**src/rtl/quadrature_emitter_pkg.sv**
```systemverilog
// Shared rotary-encoder definitions: FSM state encodings, A/B patterns, direction constants.
// The decoder side imports the same package so both ends agree on the waveform.
package quadrature_emitter_pkg;

  localparam logic [2:0] ST_IDLE = 3'd0;
  localparam logic [2:0] ST_PH1  = 3'd1;
  localparam logic [2:0] ST_PH2  = 3'd2;
  localparam logic [2:0] ST_PH3  = 3'd3;
  localparam logic [2:0] ST_GAP  = 3'd4;

  localparam logic DIR_UP   = 1'b1;
  localparam logic DIR_DOWN = 1'b0;

  // {A,B} patterns; up detents pull A low first, down detents pull B low first
  localparam logic [1:0] AB_IDLE   = 2'b11;
  localparam logic [1:0] AB_MID    = 2'b00;
  localparam logic [1:0] AB_UP_PH1 = 2'b01;
  localparam logic [1:0] AB_UP_PH3 = 2'b10;
  localparam logic [1:0] AB_DN_PH1 = 2'b10;
  localparam logic [1:0] AB_DN_PH3 = 2'b01;

  function automatic int unsigned max3(input int unsigned a, input int unsigned b,
                                       input int unsigned c);
    int unsigned m;
    m = (a > b) ? a : b;
    return (m > c) ? m : c;
  endfunction

endpackage

```
**src/rtl/quadrature_emitter_if.sv**
```systemverilog
// Request/response bundle of the quadrature emitter: step/press requests in,
// encoder waveforms and queue status out.
interface quadrature_emitter_if;
  logic              step_up;
  logic              step_down;
  logic              press;
  logic              out_a;
  logic              out_b;
  logic              out_sw_n;
  logic              busy;
  logic signed [7:0] pending;
  logic              dropped;

  modport master (
    output step_up, step_down, press,
    input  out_a, out_b, out_sw_n, busy, pending, dropped
  );

  modport slave (
    input  step_up, step_down, press,
    output out_a, out_b, out_sw_n, busy, pending, dropped
  );
endinterface

```
**src/rtl/quadrature_emitter_phase_timer.sv**
```systemverilog
// Loadable down-counter that stops at zero; done is high while the count is zero.
module quadrature_emitter_phase_timer #(
  parameter int unsigned WIDTH = 8
) (
  input  logic             clk,
  input  logic             rst_n,
  input  logic             load,
  input  logic [WIDTH-1:0] load_value,
  input  logic             count,
  output logic             done
);

  logic [WIDTH-1:0] cnt_q;

  always_ff @(posedge clk or negedge rst_n) begin
    if (!rst_n) begin
      cnt_q <= '0;
    end else if (load) begin
      cnt_q <= load_value;
    end else if (count && (cnt_q != '0)) begin
      cnt_q <= cnt_q - WIDTH'(1);
    end
  end

  assign done = (cnt_q == '0);

endmodule

```
**src/rtl/quadrature_emitter.sv**
```systemverilog
// Rotary-encoder waveform generator: turns queued step requests into quadrature
// detents and press requests into fixed-length active-low switch pulses.
module quadrature_emitter
  import quadrature_emitter_pkg::*;
#(
  parameter int unsigned PHASE_CYCLES = 1000,
  parameter int unsigned GAP_CYCLES   = 4000,
  parameter int unsigned BTN_CYCLES   = 50000,
  parameter int unsigned MAX_PENDING  = 15
) (
  input  logic                 clk,
  input  logic                 rst_n,
  quadrature_emitter_if.slave  bus
);

  localparam int unsigned TW = $clog2(max3(PHASE_CYCLES, GAP_CYCLES, BTN_CYCLES) + 1);
  localparam logic signed [8:0] MAXP = 9'(MAX_PENDING);

  logic [2:0]        state_q;
  logic              dir_q;
  logic [1:0]        ab_q;
  logic signed [7:0] pending_q;
  logic              dropped_q;
  logic              sw_low_q;

  logic              start, dir_new;
  logic              ph_load, ph_count, ph_done;
  logic [TW-1:0]     ph_value;
  logic              press_accept, sw_done;
  logic signed [8:0] pend_ext, req_delta, take, sum;
  logic              overflow;

  assign start   = (state_q == ST_IDLE) && (pending_q != '0);
  assign dir_new = pending_q[7] ? DIR_DOWN : DIR_UP;

  // New requests and the step taken by a starting detent are summed before the
  // saturation check, so a full queue can still accept a request while draining.
  always_comb begin
    req_delta = '0;
    if (bus.step_up && !bus.step_down) req_delta = 9'sd1;
    else if (!bus.step_up && bus.step_down) req_delta = -9'sd1;
    take = '0;
    if (start) take = pending_q[7] ? 9'sd1 : -9'sd1;
    pend_ext = {pending_q[7], pending_q};
    sum      = pend_ext + req_delta + take;
    overflow = (sum > MAXP) || (sum < -MAXP);
  end

  always_ff @(posedge clk or negedge rst_n) begin
    if (!rst_n) begin
      pending_q <= '0;
      dropped_q <= 1'b0;
    end else begin
      dropped_q <= overflow;
      if (!overflow) pending_q <= sum[7:0];
    end
  end

  assign ph_load  = start || ((state_q != ST_IDLE) && (state_q != ST_GAP) && ph_done);
  assign ph_value = (state_q == ST_PH3) ? TW'(GAP_CYCLES - 1) : TW'(PHASE_CYCLES - 1);
  assign ph_count = (state_q != ST_IDLE);

  quadrature_emitter_phase_timer #(.WIDTH(TW)) u_phase_timer (
    .clk        (clk),
    .rst_n      (rst_n),
    .load       (ph_load),
    .load_value (ph_value),
    .count      (ph_count),
    .done       (ph_done)
  );

  always_ff @(posedge clk or negedge rst_n) begin
    if (!rst_n) begin
      state_q <= ST_IDLE;
      dir_q   <= DIR_UP;
      ab_q    <= AB_IDLE;
    end else begin
      case (state_q)
        ST_IDLE: if (start) begin
          state_q <= ST_PH1;
          dir_q   <= dir_new;
          ab_q    <= (dir_new == DIR_UP) ? AB_UP_PH1 : AB_DN_PH1;
        end
        ST_PH1: if (ph_done) begin
          state_q <= ST_PH2;
          ab_q    <= AB_MID;
        end
        ST_PH2: if (ph_done) begin
          state_q <= ST_PH3;
          ab_q    <= (dir_q == DIR_UP) ? AB_UP_PH3 : AB_DN_PH3;
        end
        ST_PH3: if (ph_done) begin
          state_q <= ST_GAP;
          ab_q    <= AB_IDLE;
        end
        ST_GAP: if (ph_done) state_q <= ST_IDLE;
        default: begin
          state_q <= ST_IDLE;
          ab_q    <= AB_IDLE;
        end
      endcase
    end
  end

  assign press_accept = bus.press && !sw_low_q;

  quadrature_emitter_phase_timer #(.WIDTH(TW)) u_switch_timer (
    .clk        (clk),
    .rst_n      (rst_n),
    .load       (press_accept),
    .load_value (TW'(BTN_CYCLES - 1)),
    .count      (sw_low_q),
    .done       (sw_done)
  );

  always_ff @(posedge clk or negedge rst_n) begin
    if (!rst_n) begin
      sw_low_q <= 1'b0;
    end else if (press_accept) begin
      sw_low_q <= 1'b1;
    end else if (sw_low_q && sw_done) begin
      sw_low_q <= 1'b0;
    end
  end

  assign bus.out_a    = ab_q[1];
  assign bus.out_b    = ab_q[0];
  assign bus.out_sw_n = ~sw_low_q;
  assign bus.busy     = (state_q != ST_IDLE);
  assign bus.pending  = pending_q;
  assign bus.dropped  = dropped_q;

endmodule

```
**src/flat_wrapper.sv**
```systemverilog
// flat-port wrapper written by rule: the top's interface ports become plain ports
module quadrature_emitter_flat import quadrature_emitter_pkg::*;
#(
  parameter int unsigned PHASE_CYCLES = 1000,
  parameter int unsigned GAP_CYCLES   = 4000,
  parameter int unsigned BTN_CYCLES   = 50000,
  parameter int unsigned MAX_PENDING  = 15
)
  (clk, rst_n, bus_step_up, bus_step_down, bus_press, bus_out_a, bus_out_b, bus_out_sw_n, bus_busy, bus_pending, bus_dropped);
  quadrature_emitter_if bus_i ();
  input  logic clk;
  input  logic rst_n;
  input wire logic [$bits(bus_i.step_up)-1:0] bus_step_up;
  input wire logic [$bits(bus_i.step_down)-1:0] bus_step_down;
  input wire logic [$bits(bus_i.press)-1:0] bus_press;
  output wire logic [$bits(bus_i.out_a)-1:0] bus_out_a;
  output wire logic [$bits(bus_i.out_b)-1:0] bus_out_b;
  output wire logic [$bits(bus_i.out_sw_n)-1:0] bus_out_sw_n;
  output wire logic [$bits(bus_i.busy)-1:0] bus_busy;
  output wire logic [$bits(bus_i.pending)-1:0] bus_pending;
  output wire logic [$bits(bus_i.dropped)-1:0] bus_dropped;
  assign bus_i.step_up = bus_step_up;
  assign bus_i.step_down = bus_step_down;
  assign bus_i.press = bus_press;
  assign bus_out_a = bus_i.out_a;
  assign bus_out_b = bus_i.out_b;
  assign bus_out_sw_n = bus_i.out_sw_n;
  assign bus_busy = bus_i.busy;
  assign bus_pending = bus_i.pending;
  assign bus_dropped = bus_i.dropped;
  quadrature_emitter #(.PHASE_CYCLES(PHASE_CYCLES), .GAP_CYCLES(GAP_CYCLES), .BTN_CYCLES(BTN_CYCLES), .MAX_PENDING(MAX_PENDING)) u_core (.clk(clk), .rst_n(rst_n), .bus(bus_i));
endmodule
```
**config.mk**
```make
export PLATFORM = sky130hd
export DESIGN_NAME = quadrature_emitter_flat
export DESIGN_NICKNAME = d
export VERILOG_FILES = /design/src/rtl/quadrature_emitter_pkg.sv /design/src/rtl/quadrature_emitter_if.sv /design/src/rtl/quadrature_emitter_phase_timer.sv /design/src/rtl/quadrature_emitter.sv /design/src/flat_wrapper.sv
export SDC_FILE = /design/constraint.sdc
export NUM_CORES = 1
export LEC_CHECK = 0
export CORE_ASPECT_RATIO = 1.4
export CORE_MARGIN = 5
export CORE_UTILIZATION = 60
export DETAILED_ROUTE_END_ITERATION = 8
export PLACE_DENSITY_LB_ADDON = 0.2
export SYNTH_ARGS = -nofsm -noshare
export SYNTH_HDL_FRONTEND = slang
export SYNTH_SLANG_ARGS = --single-unit
export TNS_END_PERCENT = 1
```
**constraint.sdc**
```tcl
create_clock -name clk -period 4.7 [get_ports clk]
set_input_delay 0.47 -clock clk [delete_from_list [all_inputs] [get_ports clk]]
set_output_delay 0.47 -clock clk [all_outputs]
set_load 0.01 [all_outputs]
```
==> results of run 1 <==
==> final timing paths <==
check / endpoint / slack [ns] / cells after the start
max in group asynchronous: u_core.bus.pending[3] / 3.69 / 1
max: u_core.bus.pending[1] / 0.49 / 14
min in group clk: u_core.dir_q / 0.52 / 2
min: u_core.u_phase_timer.cnt_q[11] / 0.35 / 1
max reg2reg: u_core.bus.pending[1] / 0.49 / 14
min reg2reg: u_core.dir_q / 0.52 / 2
==> power breakdown <==
group	internal (mW)	switching (mW)	leakage (nW)
registers	0.511	0.104	0.552
clock network	0.158	0.139	0.0552
logic	0.236	0.264	0.863
==> sequential cells by signal, summed over array words and instances, names as in the netlist <==
name	cells
u_core.ab_q	2
u_core.bus.dropped	1
u_core.bus.pending	8
u_core.dir_q	1
u_core.state_q	3
u_core.sw_low_q	1
u_core.u_phase_timer.cnt_q	16
u_core.u_switch_timer.cnt_q	16
==> final cells by class <==
type / count / area share (%)
Multi-Input combinational cell: 255 / 52.2
Sequential cell: 48 / 34.2
Timing Repair Buffer: 17 / 4.69
Inverter: 33 / 3.52
Tap cell: 66 / 2.35
Clock buffer: 6 / 2.06
Clock inverter: 2 / 0.995
==> cells in the mapped netlist (3+ instances only) <==
library cell	count	area, um2
or3_1	6	37.5
mux2i_1	3	30.0
o21a_1	5	37.5
nor2_1	33	124
a21oi_2	3	26.3
xor2_1	12	105
and3_1	3	18.8
o21ai_0	11	55.1
a31oi_1	3	18.8
xnor2_1	15	131
dfrtp_1	45	1130
nor3_1	9	45.0
inv_1	33	124
o211ai_1	8	60.1
fa_1	9	180
dfstp_2	3	78.8
nand3_1	14	70.1
a21oi_1	16	80.1
a211oi_1	5	37.5
ha_1	11	138
nor4_1	7	43.8
nand2_1	34	128
buf_2	4	20.0
==> kinds of logic (layout without fill, tap and decap cells) <==
| group | Yosys count | in the layout | share of synthesized area [%] |
|---|---|---|---|
| compound gates | 72 | 72 | 16.5 |
| flops | 48 | 48 | 37.5 |
| xor+xnor | 27 | 27 | 7.35 |
| simple gates | 131 | 131 | 21.7 |
| fa+ha+maj | 20 | 20 | 9.88 |
| buf+inv | 42 | 58 | 5.45 |
| mux | 5 | 5 | 1.63 |
==> critical path: cells and delay by family (launching register included) <==
family | cells | cell delay, ns
flops | 1 | 0.47
fa+ha+maj | 2 | 0.74
mux | 1 | 0.35
compound gates | 4 | 1.33
simple gates | 5 | 0.82
buf+inv | 2 | 0.42
==> through the flow <==
step | setup WS (ns) | hold WS, ns
after floorplan | 0.932 | 0.174
after global placement | 0.608 | 0.487
after detailed placement | 0.500 | 0.506
after CTS | 0.478 | 0.390
after global routing | 0.162 | 0.443
final | 0.491 | 0.351
==> metal layers <==
metal	wire [um]	up-vias
li1	-	1249
met1	2790	1265
met2	3590	46
met3	152	13
met4	166	0
met5	0	-
==> flow_summary.ini, run 1 <==
[synth]
syn_area_um2 = 3220
yosysSeqAreaShare_pct = 37.5
synth_nets = 370
syn_inst = 345
synth-async-reset-ratio_pct = 100
ys_types = 63
synth-edff-count = 0
synth_area_per_cell_um2 = 9.32
synth_seq_cells = 48
ys.warnings.count = 0
ys.flop_type = dfrtp_1

[floorplanning]
initial_core_util_pct = 61.9
die_height_um = 96.6
ios = 18
die_w_um = 71.9
core_area_um2 = 5200
dieArea_um2 = 6940
rows = 31

[grt]
grt_pass1_vias = 2480
use_met2_pct = 36.4
grt_util_met3_pct = 2.49
grt_start_max_net_pins = 49
antenna_found_initial = 0
grt_usage_pct = 20.5
grt_pass1_wl_mm = 11.6
grt_use_met1_pct = 24.6
grt_overflow = 0
grt.busiest_layer = met2

[timing]
slew_violations = 0
final.min_clock_period_ns = 4.21
rsz0062_at_grt = false
worst_pin_slew_ns = 1.06
setup_violations = 0
fmax_ghz = 0.238
skew_ns = 0.0100
hold_viol = 0
relSlewSlack_pct = 29.2
tns_ns = 0
final.period_utilization_pct = 89.5

[final_layout]
num-fill-cells = 441
fin_cells = 427
diodes = 0
syn_to_final_growth_pct = 9.46
most-common-layout-cells = 45 x dfrtp_1, 34 x nand2_1, 33 x inv_1, 33 x nor2_1
fin_area_um2 = 3520
seqCellArea_um2 = 1200
layout-drive-gt1-share_pct = 7.48
multiInputGateArea_um2 = 1840
final_common_cell = dfrtp_1
nNetsFinal = 385
final_util_pct = 67.7

[setup_path]
critical-path-max-stage-delay_ns = 0.58
critPathRequiredTime_ns = 4.93
path_cells = nor4_1 > nand2_1 > nand2_1 > nor2_1 > inv_1 > fa_1 > inv_1 > ha_1 > a21o_1 > a2111oi_0 > o21ai_1 > a32oi_4 > mux2_1 > nand3_1
critPathLaunchType = flip-flop
end_kind = flip-flop
crit_path_start = u_core.bus.pending[3]
r2r-start = u_core.bus.pending[3]
cp_slowest_cell = a2111oi_0
cp_max_fo = 7
cp_data_arrival_time_ns = 4.44
critPathKind = reg -> reg

[detailed_routing]
firstDrtPassIters = 4
wl_per_cell_um = 15.7
drt_iter0_markers = 190
drc = 0
viasPerCell = 6.03
wl_mm = 6.70
route.vias.total = 2573
ant_nets = 0

[clock_network]
post-cts-setup-buffer-count = 0
postCtsHoldBufs = 0
cts.sinks = 48
clk_latency_ns = 0.30
cts-root-buf = clkbuf_8
cts_resized = 0
cts_tree = done
h-tree-depth = 2
numCtsBuffers = 5
clock_tree.buffer_depth = 2
path_clk_slew_ns = 0.09

[placed_design]
place_area_um2 = 3410
place_hpwl_mm = 5.03
place_congestion = 0.929
port_buffers = 17
placed_cells = 419

[pwr]
power.leakage_nw = 1.47
total_power_mw = 1.41
p_per_area_nw_per_um2 = 401
vdd_drop_max_v = 0.000207

[outcome]
status = completed

[job]
maxCapViolations = 0

[min_path]
min_path_type = in -> async
Power figures use the tool's default switching activity.
==> run 2, diff against run 1 <==
--- a/config.mk
+++ b/config.mk
@@ -7,10 +7,11 @@
 export LEC_CHECK = 0
 export CORE_ASPECT_RATIO = 1.4
 export CORE_MARGIN = 5
-export CORE_UTILIZATION = 60
+export CORE_UTILIZATION = 61
 export DETAILED_ROUTE_END_ITERATION = 8
 export PLACE_DENSITY_LB_ADDON = 0.2
 export SYNTH_ARGS = -nofsm -noshare
 export SYNTH_HDL_FRONTEND = slang
+export SYNTH_HIERARCHICAL = 1
 export SYNTH_SLANG_ARGS = --single-unit
 export TNS_END_PERCENT = 1
==> flow_summary.ini, run 2 <==
[setup_path]
critPathKind = reg -> reg
reg2reg_depth = 15
reg2reg_to = u_core/bus.pending[2]
cp_slowest_cell = fa_1
critical-path-max-stage-delay_ns = 0.50
critPathBufInv = 1
path_cells = nor4_1 > nand2_1 > nand2_1 > or2_2 > nor2_1 > buf_4 > fa_1 > fa_1 > a211o_1 > or2_0 > mux4_2 > nor2_1 > and4_4 > nand2b_4 > mux2_4
r2r-start = u_core/bus.pending[2]
rrSetupSlack_ns = 0.23
cpLargestDelayFamily = simple AND/OR/NAND/NOR gates
critPathLaunchType = flip-flop
cp_data_arrival_time_ns = 4.67
critPathRequiredTime_ns = 4.90
end_kind = flip-flop
cp_max_fo = 7

[detailed_routing]
wl_mm = 7.64
route.met3.wl_um = 269
ant_nets = 0
viasPerCell = 6.04
firstDrtPassIters = 5
wl_met1_mm = 2.98
drc = 0
wl_per_cell_um = 15.5
highest_layer = met4
drt_iter0_markers = 130
wl_met2_mm = 4.18
route.vias.total = 2977

[synth]
yosysSeqAreaShare_pct = 34.8
synth-edff-count = 0
ys_types = 56
ys.warnings.count = 6
synth-async-reset-ratio_pct = 100
syn_area_um2 = 3460
synth.most_common_cell = dfrtp_1
ys.flop_type = dfrtp_1
syn_inst = 383
synth_seq_cells = 48
synth_top_area_share_pct = 32.6
synth_top_area_cell = dfrtp_1
synth_area_per_cell_um2 = 9.03
yosys-top-cells-area = dfrtp_1 33%, fa_1 5.2%, nand2_1 4.1%, ha_1 3.6%, nor2_1 3.5%
synth_common_cells = 45 x dfrtp_1, 38 x nand2_1, 32 x nor2_1, 23 x inv_1, 20 x a21oi_1

[pwr]
p_per_area_nw_per_um2 = 419
vdd_drop_max_v = 0.000224
power.leakage_nw = 1.72
total_power_mw = 1.62

[clock_network]
clk_latency_ns = 0.31
clock_tree.buffer_depth = 2
cts.sinks = 48
path_clk_slew_ns = 0.09
h-tree-depth = 2
postCtsHoldBufs = 0
post-cts-setup-buffer-count = 0
cts-root-buf = clkbuf_8
cts_tree = done
cts_resized = 0
numCtsBuffers = 5

[grt]
grt_start_max_net_pins = 49
antenna_found_initial = 0
grt_pass1_wl_mm = 13.1
grt_usage_pct = 22.3
grt_overflow = 0
grt_pass1_vias = 2846

[floorplanning]
rows = 32
core_area_um2 = 5530
dieArea_um2 = 7300
initial_core_util_pct = 62.6
die_height_um = 99.1
die_w_um = 73.6
ios = 18

[final_layout]
nNetsFinal = 448
final_common_cell = dfrtp_1
most-common-layout-cells = 45 x dfrtp_1, 38 x nand2_1, 32 x nor2_1
diodes = 0
layout-drive-gt1-share_pct = 9.65
num-fill-cells = 453
syn_to_final_growth_pct = 12.1

[timing]
hold_viol = 0
final.period_utilization_pct = 95.2
skew_ns = 0.00604
fmax_ghz = 0.224
tns_ns = 0
setup_violations = 0
final.min_clock_period_ns = 4.47
relSlewSlack_pct = 50.1
slew_violations = 0
worst_pin_slew_ns = 0.738
rsz0062_at_grt = false

[placed_design]
place_hpwl_mm = 5.79
port_buffers = 17
place_congestion = 0.891

[min_path]
min_path_type = in -> async

[outcome]
status = completed

[job]
maxCapViolations = 0
run 2: changes by cell type in the layout (fill, tap and decap cells not counted), moves of 10 or more:
cell,change
conb_1,+26
o21ai_1,+11
a31oi_1,+10
inv_1,-10
xnor2_1,-10
run 2: report_power, final:
part           internal [mW]  switching [mW]  total [mW]
Combinational          0.315           0.336       0.651
Sequential             0.537           0.173       0.711
Clock                  0.118           0.144       0.262
run 2: layout make-up:
cell class	instances	area, um2	share of cell area (%)
clock inverter	2	10.0	0.258
timing repair buffer	24	218	5.62
tap	68	85.1	2.19
clock buffer	6	82.6	2.13
multi-input combinational	322	2190	56.5
inverter	23	86.3	2.23
sequential	48	1200	31.1
run 2: logic make-up after synthesis:
group                    share of synthesized area [%]
AND/OR/NAND/NOR                                   26.6
AO/OA/AOI/OAI                                     18.1
flip-flops                                        34.8
buffers and inverters                             4.45
adder cells (fa/ha/maj)                           8.83
multiplexers                                      4.96
XOR/XNOR                                          2.03
other                                            0.217
run 2: worst max path at each step:
stage                               start  cells past startpoint               endpoint  slack [ns]
floorplan               u_core/state_q[1]                     15  u_core/bus.pending[1]        0.01
global placement              bus_step_up                     13  u_core/bus.pending[3]        0.39
detailed placement  u_core/bus.pending[2]                     15  u_core/bus.pending[2]        0.23
CTS                 u_core/bus.pending[2]                     15  u_core/bus.pending[2]        0.22
global route        u_core/bus.pending[2]                     15  u_core/bus.pending[2]        0.02
finish              u_core/bus.pending[2]                     15  u_core/bus.pending[2]        0.23
run 2: stage by stage:
step	std cells	hold slack, ns	utilization (%)	instance area [um2]	worst slack (ns)
floorplan	407	0.174	-	3550	0.0122
global placement	485	0.544	68.5	3780	0.389
detailed placement	485	0.543	68.5	3780	0.230
CTS	493	0.275	70.2	3880	0.220
global route	493	0.307	70.2	3880	0.0191
finish	493	0.255	70.2	3880	0.227
run 2: routing by layer:
layer  GRT usage [%]  up-vias
met1            27.6     1423
met2            38.5       70
met3            3.13       19
li1                -     1465
met5               0        -
met4            8.93        0
